===== config.mk =====
export PLATFORM = sky130hd
export DESIGN_NAME = cfg_frame_ctrl
export DESIGN_NICKNAME = d
export VERILOG_FILES = /design/src/rtl/cfg_frame_ctrl.sv
export SDC_FILE = /design/constraint.sdc
export NUM_CORES = 1
export LEC_CHECK = 0
export ABC_AREA = 1
export CORE_MARGIN = 2
export CORE_UTILIZATION = 47
export DETAILED_ROUTE_END_ITERATION = 16
export GPL_TIMING_DRIVEN = 0
export HOLD_SLACK_MARGIN = 0.1
export PLACE_DENSITY = 0.72
export SLEW_MARGIN = 20
export SYNTH_ARGS = -nofsm -noshare
export SYNTH_HDL_FRONTEND = slang
export SYNTH_SLANG_ARGS = --single-unit

===== constraint.sdc =====
create_clock -name clk -period 4 [get_ports clk]
set_clock_uncertainty 0.05 [all_clocks]
set_input_delay 0.4 -clock clk [delete_from_list [all_inputs] [get_ports clk]]
set_output_delay 0.4 -clock clk [all_outputs]
set_load 0.01 [all_outputs]

===== src/rtl/cfg_frame_ctrl.sv =====
// cfg_frame_ctrl: framed configuration controller.
// Parses 0xA5-led command frames from the UART byte stream into a shadow
// register bank and moves the whole bank to the active timing registers at
// the next period_tick after a commit command, so channels never see a mix
// of old and new settings.
//
// Build option: define CFG_CHECKSUM_EN for 5-byte frames with an XOR
// checksum byte (A5 ADDR DHI DLO CSUM). Without it, frames are 4 bytes
// (A5 ADDR DHI DLO) and are accepted on DLO with no checksum check.
//
// Byte input handshake: rx_valid is a one-cycle strobe qualifying rx_data.
// There is no ready/backpressure; every strobed byte is consumed on the edge
// that samples it, including strobes on consecutive cycles.
//
// dbg_state_o exposes the parser state (IDLE=0, ADDR=1, DHI=2, DLO=3, CSUM=4).
module cfg_frame_ctrl #(
  parameter int unsigned TIMEOUT_CYC = 100000,
  parameter logic [15:0] DUTY_RST    = 16'd10,
  parameter logic [15:0] FEQ_RST     = 16'd50000,
  parameter logic [15:0] SCL_RST     = 16'd100
) (
  input  logic        clk,
  input  logic        rst,
  input  logic [7:0]  rx_data,
  input  logic        rx_valid,
  input  logic        period_tick,
  output logic [15:0] delay_set_a,
  output logic [15:0] delay_set_b,
  output logic [15:0] delay_set_c,
  output logic [15:0] delay_set_d,
  output logic [15:0] duty_cycle,
  output logic [15:0] sub_clk_feq,
  output logic [15:0] sub_clk_scl,
  output logic        cfg_update,
  output logic        frame_ok,
  output logic        frame_err,
  output logic        commit_pend,
  output logic [2:0]  dbg_state_o
);

  localparam int unsigned TW = $clog2(TIMEOUT_CYC + 1);
  localparam logic [TW-1:0] TO_LAST = TW'(TIMEOUT_CYC - 1);
  localparam logic [7:0] SOF_BYTE   = 8'hA5;
  localparam logic [7:0] ADDR_LAST  = 8'd6;
  localparam logic [7:0] ADDR_COMMIT = 8'h0F;

  // Bank slot order: delay a..d, duty, feq, scl (slot index == frame address).
  localparam logic [15:0] RST_VAL [7] = '{16'd0, 16'd0, 16'd0, 16'd0,
                                          DUTY_RST, FEQ_RST, SCL_RST};

  typedef enum logic [2:0] {
    ST_IDLE = 3'd0,
    ST_ADDR = 3'd1,
    ST_DHI  = 3'd2,
    ST_DLO  = 3'd3
`ifdef CFG_CHECKSUM_EN
    , ST_CSUM = 3'd4
`endif
  } state_t;

  state_t          state_q, state_d;
  logic [TW-1:0]   to_cnt_q, to_cnt_d;
  logic [7:0]      addr_q;
  logic [7:0]      dhi_q;
`ifdef CFG_CHECKSUM_EN
  logic [7:0]      dlo_q;
`endif
  logic [15:0]     shd_q [7];
  logic [15:0]     act_q [7];
  logic            pend_q, pend_d;
  logic            ok_q, ok_d;
  logic            err_q, err_d;
  logic            upd_q;

  logic            frame_done;
  logic            timeout;
  logic            csum_ok;
  logic [15:0]     fr_word;
  logic            wr_en;
  logic            commit_acc;
  logic            commit_fire;

  // Frame decode: checksum check and data word of the frame completing now.
`ifdef CFG_CHECKSUM_EN
  assign fr_word = {dhi_q, dlo_q};
  assign csum_ok = (rx_data == (addr_q ^ dhi_q ^ dlo_q));
`else
  assign fr_word = {dhi_q, rx_data};
  assign csum_ok = 1'b1;
`endif

  assign wr_en       = frame_done & csum_ok & (addr_q <= ADDR_LAST);
  assign commit_acc  = frame_done & csum_ok & (addr_q == ADDR_COMMIT);
  // A commit accepted on this edge is not yet pending, so it cannot fire here.
  assign commit_fire = pend_q & period_tick;

  // Parser next-state, idle timeout and status pulse generation.
  always_comb begin
    state_d    = state_q;
    frame_done = 1'b0;
    timeout    = (state_q != ST_IDLE) && !rx_valid && (to_cnt_q == TO_LAST);
    case (state_q)
      ST_IDLE: if (rx_valid && rx_data == SOF_BYTE) state_d = ST_ADDR;
      ST_ADDR: if (rx_valid) state_d = ST_DHI;
      ST_DHI:  if (rx_valid) state_d = ST_DLO;
`ifdef CFG_CHECKSUM_EN
      ST_DLO:  if (rx_valid) state_d = ST_CSUM;
      ST_CSUM: if (rx_valid) begin
        state_d    = ST_IDLE;
        frame_done = 1'b1;
      end
`else
      ST_DLO:  if (rx_valid) begin
        state_d    = ST_IDLE;
        frame_done = 1'b1;
      end
`endif
      default: state_d = ST_IDLE;
    endcase
    if (timeout) state_d = ST_IDLE;

    // Counts cycles without a byte while mid-frame; parked at 0 in IDLE.
    if (rx_valid || state_q == ST_IDLE || timeout) to_cnt_d = '0;
    else                                           to_cnt_d = to_cnt_q + TW'(1);

    ok_d  = wr_en | commit_acc;
    err_d = (frame_done & ~(wr_en | commit_acc)) | timeout;

    // A new commit on the firing edge stays pending for the next tick.
    pend_d = pend_q;
    if (commit_fire) pend_d = 1'b0;
    if (commit_acc)  pend_d = 1'b1;
  end

  // FSM state, timeout counter and status registers.
  always_ff @(posedge clk) begin
    if (rst) begin
      state_q  <= ST_IDLE;
      to_cnt_q <= '0;
      pend_q   <= 1'b0;
      ok_q     <= 1'b0;
      err_q    <= 1'b0;
      upd_q    <= 1'b0;
    end else begin
      state_q  <= state_d;
      to_cnt_q <= to_cnt_d;
      pend_q   <= pend_d;
      ok_q     <= ok_d;
      err_q    <= err_d;
      upd_q    <= commit_fire;
    end
  end

  // Field capture plus shadow and active banks; commit copies pre-write shadow.
  always_ff @(posedge clk) begin
    if (rst) begin
      addr_q <= '0;
      dhi_q  <= '0;
`ifdef CFG_CHECKSUM_EN
      dlo_q  <= '0;
`endif
      for (int i = 0; i < 7; i++) begin
        shd_q[i] <= RST_VAL[i];
        act_q[i] <= RST_VAL[i];
      end
    end else begin
      if (rx_valid && state_q == ST_ADDR) addr_q <= rx_data;
      if (rx_valid && state_q == ST_DHI)  dhi_q  <= rx_data;
`ifdef CFG_CHECKSUM_EN
      if (rx_valid && state_q == ST_DLO)  dlo_q  <= rx_data;
`endif
      for (int i = 0; i < 7; i++) begin
        if (wr_en && addr_q == 8'(i)) shd_q[i] <= fr_word;
        if (commit_fire)              act_q[i] <= shd_q[i];
      end
    end
  end

  assign delay_set_a = act_q[0];
  assign delay_set_b = act_q[1];
  assign delay_set_c = act_q[2];
  assign delay_set_d = act_q[3];
  assign duty_cycle  = act_q[4];
  assign sub_clk_feq = act_q[5];
  assign sub_clk_scl = act_q[6];
  assign cfg_update  = upd_q;
  assign frame_ok    = ok_q;
  assign frame_err   = err_q;
  assign commit_pend = pend_q;
  assign dbg_state_o = state_q;

endmodule

==> results of run 1 <==
## where the power goes
group	switching [W]	internal, W	total (W)	leakage, nW
Clock	0.00101	0.00150	0.00251	0.436
Sequential	0.0000452	0.00308	0.00312	2.56
Combinational	0.000251	0.000147	0.000398	1.80
## stage by stage
step / cell area (um2) / hold WS (ns) / TNS [ns] / setup slack [ns] / utilization [%]
3_3_place_gp: 11800 / 0.377 / -164.11 / -1.47 / 55.8
5_1_grt: 12800 / 0.227 / 0 / 1.29 / 60.4
6_report: 12800 / 0.207 / 0 / 1.47 / 60.4
3_5_place_dp: 11900 / 0.390 / 0 / 1.07 / 56.2
2_1_floorplan: 10200 / 0.367 / 0 / 0.0964 / -
4_1_cts: 12800 / 0.190 / 0 / 1.46 / 60.4
## per-layer routing
metal | global-route usage [%] | up-vias | wire length (um)
met3 | 2.86 | 40 | 1670
met5 | 0 | - | 0
met2 | 33.2 | 231 | 10700
li1 | - | 3127 | -
met4 | 5.05 | 0 | 493
met1 | 24.6 | 3052 | 8590
## cells in the final DEF, fill, tap and decap left out, types with 14 or more instances in the layout
cell type        synthesis  routed
nand3_1                 20      20
or2_2                   14      14
clkbuf_16                0      27
nor2_1                 246     246
o21ai_0                 17      17
edfxtp_1               224     224
nand2_1                 76      75
a21oi_1                 23      23
clkdlybuf4s50_1          0     128
dfxtp_1                 39      39
inv_1                  155     155
clkbuf_1                12      14
## state kept, by name, indices dropped and copies added (netlist names)
name and count:
act_q 112, shd_q 112, to_cnt_q 17, addr_q 8
dhi_q 8, dbg_state_o 2, cfg_update 1, commit_pend 1
frame_err 1, frame_ok 1
## area by class of cell
type	count	area, um2	share of cell area, %
flip-flops and latches	263	7510	58.7
clock buffers	29	683	5.34
plain buffers	26	150	1.17
repair buffers	131	1330	10.4
inverters	159	597	4.67
clock inverters	21	213	1.66
well taps	275	344	2.69
multi-input cells	434	1960	15.3
## cells by family (layout without fill, tap and decap cells)
logic type / after synthesis / after routing / synth area share [%]
compound gates: 43 / 43 / 2.19
xor+xnor: 9 / 9 / 0.774
fa+ha+maj: 5 / 5 / 0.614
buf+inv: 185 / 366 / 7.33
flops: 263 / 263 / 73.7
other cells: 1 / 1 / 0.0368
simple gates: 376 / 376 / 15.4
## how the worst max path moves through the flow
stage                        start      endpoint  slack (ns)  depth (start not counted)
detailed placement             rst  act_q[1][12]        1.07                          6
floorplan                      rst   act_q[0][0]         0.1                          4
finish              dbg_state_o[1]   shd_q[1][7]        1.47                          8
CTS                 dbg_state_o[1]  shd_q[1][13]        1.46                          8
global placement               rst   act_q[2][8]       -1.47                          4
global route        dbg_state_o[1]   shd_q[1][2]        1.29                          8
==> metrics.md, run 1 <==
| Metric | Value |
|---|---|
| CP cell instances | ha_1 -> nand2_2 -> nor2_2 -> nand2_2 -> nor2_8 -> nand2_4 -> buf_6 -> nand2_1 |
| Max_slew headroom | 50.3% |
| Top_reg_cell synth | edfxtp_1 |
| Pleak | approximately 4.8 nW |
| Port bufs | 128 |
| Worst Hold Launch | rst |
| Clock tree sinks | 263 |
| Detailed placement HPWL | 15.2 mm |
| Tot GR Track Use | about a fifth |
| Buffers and inverters on the worst path | 1 |
| Period minus WS final | approximately 2.5 ns |
| Antenna-violating nets left | 0 |
| I/O pins | 131 |
| Endpoints failing setup | 0 |
| Cell with the most instances after synthesis | nor2_1 |
| Number of max-cap violations | 0 |
| Distinct cells, synth | 32 |
| Synthesized Nets | 899 |
| Die Wd | 151 um |
| Core area | 0.0212 mm2 |
| Hold path cells | 2 |
| FP Rows | 53 |
| H-Tree Level Count | 1 |
| Hold Path End | cfg_update |
| CP top delay family | simple AND/OR/NAND/NOR gates |
| Synth top cells by count | nor2_1 (246), edfxtp_1 (224), inv_1 (155), nand2_1 (76), dfxtp_1 (39) |
| Vias in the first global route | 6197 |
| RSZ-0062 raised after global routing | false |
| CP Launch Type | flop |
| Worst-path clk slew | roughly 0.060 ns |
| Wire per inst | 16.0 um |
| Asr flop ratio synth | 0% |
| Synthesis-to-finish area growth | 25.5% |
| Flop2flop setup slack | 1.47 ns |
| Fmax | approximately 390 MHz |
| Die H | 151 um |
| Reg2reg start | dbg_state_o[1] |
| Share of layout cells above drive strength 1 | 8.18% |
| NumNets Final | 1059 |
| Starting DRT DRC Count | 517 |
| Critical path data arrival time | about 2.6 ns |
| Status | completed |
| Worst-Margin Slew | 0.746 ns |
| CTS root buf | clkbuf_16 |
| Placed Cells incl. Taps | 1288 |
| CTS Hold Bufs | 0 |
| #FFs+latches synth | 263 |
| Initial antenna violation count | 0 |
| Post-synth EDFFs | between 200 and 250 |
| Vias per cell | 4.82 |
| Via count | 6450 |
| DRC | 0 |
| Starting Density | 48.2% |
| Post-synthesis area per instance | 11.6 um2 |
| Slew Limit Fails | 0 |
| Postcts setup bufs | 0 |
| FILL cells | approximately 1600 |
| Synth area leader | edfxtp_1 |
| CTS buffer count | 27 |
| FF-to-FF path depth | 8 |
| Routability Congestion | roughly 0.86 |
| Hold Crit Class | in -> reg |
| Post-Layout Cell Count | approximately 1300 |
| First-pass GRT wire length | between 30 and 40 mm |
| Crit path kind | reg -> reg |
| Clk_lat worst skew | between 0.5 and 0.6 ns |
| Post-CTS sizing | 0 |
| Warnings from Yosys | 0 |
| Largest net degree at the start of global routing | 45 |
| Period utilization | 63.3% |
| Overall power | 0.00603 W |
| Critical Path Fanout Max | 16 |
| Ant diodes | 0 |
| Post-synthesis cell area | just over 0.01 mm2 |
| Max IR drop VDD | 0.000354 V |
| CP peak stage delay | roughly 0.54 ns |
| TritonCTS clock tree | yes |
| CP endpoint kind | flop |
| GRT overflow | 0 |
| Drt total wl | 21.4 mm |
| CP required | slightly above 4 ns |
| Die area | between 0.02 and 0.025 mm2 |
| Cell Pwr Density | 472 mW/mm2 |
| Iteration count of the initial detailed-routing pass | 5 |
| Crit Reg-Reg Endpoint | shd_q[1][7] |
| Cell repeated most along the worst path | nand2_2 |
| Fin. Hold Viols | 0 |
| Slowest-stage cell, CP | nand2_1 |
| Clock Path Buffers | 3 |
| Top-area cell type share of the netlist area | 66.0% |
| Sequential area share after synthesis | 73.7% |
| Top cells by area, synth | edfxtp_1 (66%), nor2_1 (9.1%), dfxtp_1 (7.7%), inv_1 (5.7%), nand2_1 (2.8%) |
| Syn Inst Count | 882 |
Power figures use the tool's default switching activity.
==> inputs of run 2 (changes only) <==
==> constraint.sdc (replaced) <==
create_clock -name clk -period 2.3 [get_ports clk]
set_clock_uncertainty 0.05 [all_clocks]
set_input_delay 0.23 -clock clk [delete_from_list [all_inputs] [get_ports clk]]
set_output_delay 0.23 -clock clk [all_outputs]
set_load 0.01 [all_outputs]
==> metrics.md, run 2 (synthesized netlist as in run 1, its figures left out) <==
| Metric | Value |
|---|---|
| Status | completed |
| CP endpoint kind | flop |
| CP Launch Type | input pin |
| Port bufs | 128 |
| Critical Path Fanout Max | 112 |
| Worst-Margin Slew | between 1 and 1.5 ns |
| Synthesis-to-finish area growth | 24.6% |
| Die Wd | ~150 um |
| FILL cells | roughly 1600 |
| Core area | 0.0212 mm2 |
| Power Internal | 0.00795 W |
| Crit. Startpoint | rst |
| Pleak | 4.73 nW |
| Endpoints failing setup | 0 |
| Logic pwr share | around 7% |
| RSZ-0062 raised after global routing | true |
| Overall power | between 0.01 and 0.015 W |
| Reg2reg start | dbg_state_o[0] |
| Die area | 0.0229 mm2 |
| Most frequent cells in the layout | nor2_1 (246), edfxtp_1 (224), inv_1 (155) |
| Slowest-stage cell, CP | buf_1 |
| Slew Limit Fails | 0 |
| I/O pins | 131 |
| Post-Layout Cell Count | approximately 1300 |
| Fin. Hold Viols | 0 |
| Iteration count of the initial detailed-routing pass | 6 |
| Initial antenna violation count | 1 |
| Clk pwr share | 39.6% |
| Period utilization | 98.6% |
| FP Rows | 53 |
| Clk_lat worst skew | 0.52 ns |
| Critical path data arrival time | around 2.3 ns |
| Worst-path clk slew | 0.06 ns |
| DRC | 0 |
| Tot GR Track Use | 18.9% |
| CTS root buf | clkbuf_16 |
| Sequential group share of total power | 53.5% |
| Ant diodes | 0 |
| Sw frac | between 20% and 30% |
| Flop2flop setup slack | 0.06 ns |
| Vias in the first global route | 6040 |
| Final core utilization | 60.0% |
| Commonest non-fill, non-tap cell in the layout | nor2_1 |
| Vias per cell | 4.78 |
| GRT overflow | 0 |
| CP peak stage delay | 0.93 ns |
| Detailed placement HPWL | ~15 mm |
| NumNets Final | 1058 |
| Hold Crit Class | in -> reg |
| Starting Density | 48.2% |
| Largest net degree at the start of global routing | 113 |
| TritonCTS clock tree | yes |
| Drt total wl | 21.4 mm |
| CP cell instances | buf_2 -> clkinv_1 -> buf_1 -> nand2_8 |
| Antenna-violating nets left | 0 |
| Starting DRT DRC Count | 439 |
| Max_slew headroom | 19.0% |
| Via count | 6367 |
| Routability Congestion | 0.851 |
| Worst Hold Launch | rst |
| Wire per inst | 16.1 um |
| Placed Cells incl. Taps | between 1000 and 1500 |
| CP required | between 2 and 2.5 ns |
| Net switching power | ~0.0022 W |
| Clock tree sinks | 263 |
| Cell Pwr Density | ~800 mW/mm2 |
| Share of layout cells above drive strength 1 | about 7.7% |
| Fmax | roughly 440 MHz |
| H-Tree Level Count | 1 |
| Period minus WS final | 2.27 ns |
| Die H | 151 um |
| Largest registers | act_q: 112 flops, shd_q: 112 flops, to_cnt_q: 17 flops |
| Max IR drop VDD | slightly above 0.0006 V |
| CTS buffer count | 27 |
| Number of max-cap violations | 0 |
| Crit path kind | in -> reg |
| First-pass GRT wire length | 32.3 mm |
| Clock Path Buffers | 3 |
[run 2: cell types whose count changed in the layout (fill, tap and decap cells not counted), moves of 2 or more]
cell	change
nand2_1	-6
clkinv_2	-4
nand2_2	+3
buf_12	-2
bufinv_16	-2
dlygate4sd3_1	+2
inv_6	-2
nand2_4	+2
[run 2: layout make-up]
type / count / area [um2] / area share, %
Clock inverter: 13 / 111 / 0.877
Inverter: 159 / 597 / 4.70
Buffer: 26 / 150 / 1.18
Clock buffer: 31 / 691 / 5.44
Sequential cell: 263 / 7510 / 59.1
Timing Repair Buffer: 130 / 1300 / 10.2
Tap cell: 275 / 344 / 2.71
Multi-Input combinational cell: 434 / 1990 / 15.7
[run 2: power by group through the flow]
stage	registers (W)	logic, W	clock network (W)
final	0.00543	0.000696	0.00402
after global routing	0.00545	0.000764	0.00426
after CTS	0.00543	0.000696	0.00408
after detailed placement	0.00553	0.000687	0
after global placement	0.00553	0.000664	0
after floorplan	0.00556	0.000329	0
[run 2: final timing paths]
check            endpoint  cells after the start
min reg2reg   to_cnt_q[0]                      1
max reg2reg  shd_q[2][10]                      8
max           act_q[2][4]                      4
min           shd_q[6][6]                      3
[run 2: metrics by stage]
step / hold WS, ns / TNS [ns] / instance area, um2 / setup WS (ns)
6_report: 0.283 / 0 / 12700 / 0.0317
3_3_place_gp: 0.377 / -98.30 / 11800 / -0.552
4_1_cts: 0.269 / 0 / 12700 / 0.0364
2_1_floorplan: 0.329 / 0 / 10200 / 0.132
5_1_grt: 0.295 / -11.56 / 12700 / -0.112
3_5_place_dp: 0.399 / -61.62 / 11800 / -0.418
[run 2: what timing repair did]
action                     CTS  global route
gates resized for setup      6             4
setup buffers                0             0
hold endpoints to repair     4             0
setup endpoints to repair   96            80
hold buffers                 2             0
[run 2: worst max-delay path, delay by kind of cell]
family | cells | cell delay (ns)
buffers and inverters | 3 | 1.28
AND/OR/NAND/NOR | 1 | 0.68
[run 2: metal layers]
layer,wire length (um),track usage [%],up-vias
met1,8880,25.2,2991
met5,0,0,-
li1,-,-,3118
met3,1570,3.64,41
met4,543,5.47,0
met2,10400,31.7,217
==> inputs of run 3 (changes only) <==
--- a/config.mk
+++ b/config.mk
@@ -12,7 +12,7 @@
 export GPL_TIMING_DRIVEN = 0
 export HOLD_SLACK_MARGIN = 0.1
 export PLACE_DENSITY = 0.72
-export SLEW_MARGIN = 20
+export SLEW_MARGIN = 0
 export SYNTH_ARGS = -nofsm -noshare
 export SYNTH_HDL_FRONTEND = slang
 export SYNTH_SLANG_ARGS = --single-unit
==> metrics.md, run 3 (synthesized netlist as in run 1, its figures left out) <==
| Metric | Value |
|---|---|
| Worst-path clk slew | 0.06 ns |
| TritonCTS clock tree | yes |
| Worst Hold Launch | rst |
| CP Launch Type | input pin |
| Critical Path Fanout Max | about 110 |
| Crit path kind | in -> reg |
| Most frequent cells in the layout | nor2_1 (246), edfxtp_1 (224), inv_1 (155) |
| CP endpoint kind | flop |
| Number of max-cap violations | 0 |
| CTS buffer count | 26 |
| DRC | 0 |
| Critical path data arrival time | approximately 2.2 ns |
| Share of layout cells above drive strength 1 | 8.02% |
| Max_slew headroom | between 20% and 30% |
| Flop2flop setup slack | 0.12 ns |
| CP required | 2.29 ns |
| Setup TNS | 0 ns |
| Die Wd | around 150 um |
| Tot GR Track Use | 19.2% |
| Footprint of the multi-input gates | 0.00199 mm2 |
| Die H | 151 um |
| Final core utilization | 60.0% |
| H-Tree Level Count | 1 |
| FF/Latch Area | between 0.007 and 0.008 mm2 |
| Fmax | 444 MHz |
| NumNets Final | 1058 |
| Detailed placement HPWL | about 15 mm |
| Commonest non-fill, non-tap cell in the layout | nor2_1 |
| Endpoints failing setup | 0 |
| CTS root buf | clkbuf_16 |
| Reg2reg start | dbg_state_o[0] |
| Worst-Margin Slew | 1.16 ns |
| Vias per cell | 4.77 |
| Iteration count of the initial detailed-routing pass | 5 |
| Wire per inst | 16.2 um |
| Clock tree sinks | 263 |
| Initial antenna violation count | 0 |
| Period minus WS final | approximately 2.3 ns |
| Clock Path Buffers | 3 |
| Largest net degree at the start of global routing | 113 |
| Starting Density | between 40% and 50% |
| Core area | 0.0212 mm2 |
| RSZ-0062 raised after global routing | true |
| Routability Congestion | 0.851 |
| Cell Pwr Density | 793 mW/mm2 |
| Ant diodes | 0 |
| Antenna-violating nets left | 0 |
| Status | completed |
| Drt total wl | 21.7 mm |
| Hold Crit Class | in -> reg |
| Clk_lat worst skew | between 0.5 and 0.6 ns |
| I/O pins | 131 |
| Starting DRT DRC Count | 442 |
| Via count | 6362 |
| Pleak | 4.74 nW |
| Vias in the first global route | slightly below 6000 |
| Fin. Hold Viols | 0 |
| Synthesis-to-finish area growth | 24.5% |
| GRT overflow | 0 |
| Die area | 0.0229 mm2 |
| Slew Limit Fails | 0 |
| FILL cells | 1672 |
| Max IR drop VDD | 0.000589 V |
| Port bufs | ~130 |
| Crit. Startpoint | rst |
| FP Rows | between 50 and 60 |
| Period utilization | around 98% |
| Largest registers | act_q: 112 flops, shd_q: 112 flops, to_cnt_q: 17 flops |
| First-pass GRT wire length | 32.7 mm |
## run 3: changes by cell type in the layout (fill, tap and decap cells not counted), sizes merged
cell	change
bufinv	-1
inv	-1
clkinv	+6
## run 3: timing repair
action / 4_1_cts / 5_1_grt
setup buffers: 0 / 0
endpoints found under the hold margin: 4 / 0
hold buffers: 2 / 0
gates resized for setup: 4 / 6
setup endpoints to repair: 208 / 96
## run 3: cell type report
type / count / area share, %
multi-input combinational: 434 / 15.7
inverter: 159 / 4.70
buffer: 26 / 1.18
clock inverter: 17 / 0.799
tap: 275 / 2.71
sequential: 263 / 59.2
timing repair buffer: 131 / 10.3
clock buffer: 30 / 5.41
## run 3: critical path, stage by stage
cell and delay, ns:
buf_2 0.14, clkinv_1 0.22, clkbuf_1 0.89, nand2_8 0.68
## run 3: final timing paths
| path | cells after the start | to |
|---|---|---|
| worst max-delay path | 4 | act_q[6][11] |
| worst min-delay path | 3 | shd_q[6][6] |
| worst max register to register | 6 | shd_q[5][14] |
| worst min register to register | 1 | to_cnt_q[0] |
## run 3: power by group
group          leakage (nW)  switching (W)  internal, W
Combinational          1.79       0.000439     0.000254
Clock                 0.388        0.00171      0.00224
Sequential             2.56      0.0000765      0.00535
## run 3: per-stage QoR
| step | hold WS, ns | area, um2 | power, W | std cells | setup slack [ns] |
|---|---|---|---|---|---|
| after global placement | 0.377 | 11800 | 0.00619 | 1285 | -0.552 |
| after floorplan | 0.329 | 10200 | 0.00589 | 882 | 0.132 |
| after global routing | 0.298 | 12700 | 0.0104 | 1335 | -0.0835 |
| after detailed placement | 0.398 | 11800 | 0.00622 | 1286 | -0.577 |
| final | 0.304 | 12700 | 0.0101 | 1335 | 0.0489 |
| after CTS | 0.273 | 12700 | 0.0101 | 1335 | -0.115 |
## run 3: routing by layer
metal  track usage [%]  vias to the layer above  wire length, um
li1                  -                     3126                -
met1              25.6                     2970             8810
met2              32.2                      228            10600
met3              3.67                       38             1710
met4              5.79                        0              597
met5                 0                        -                0
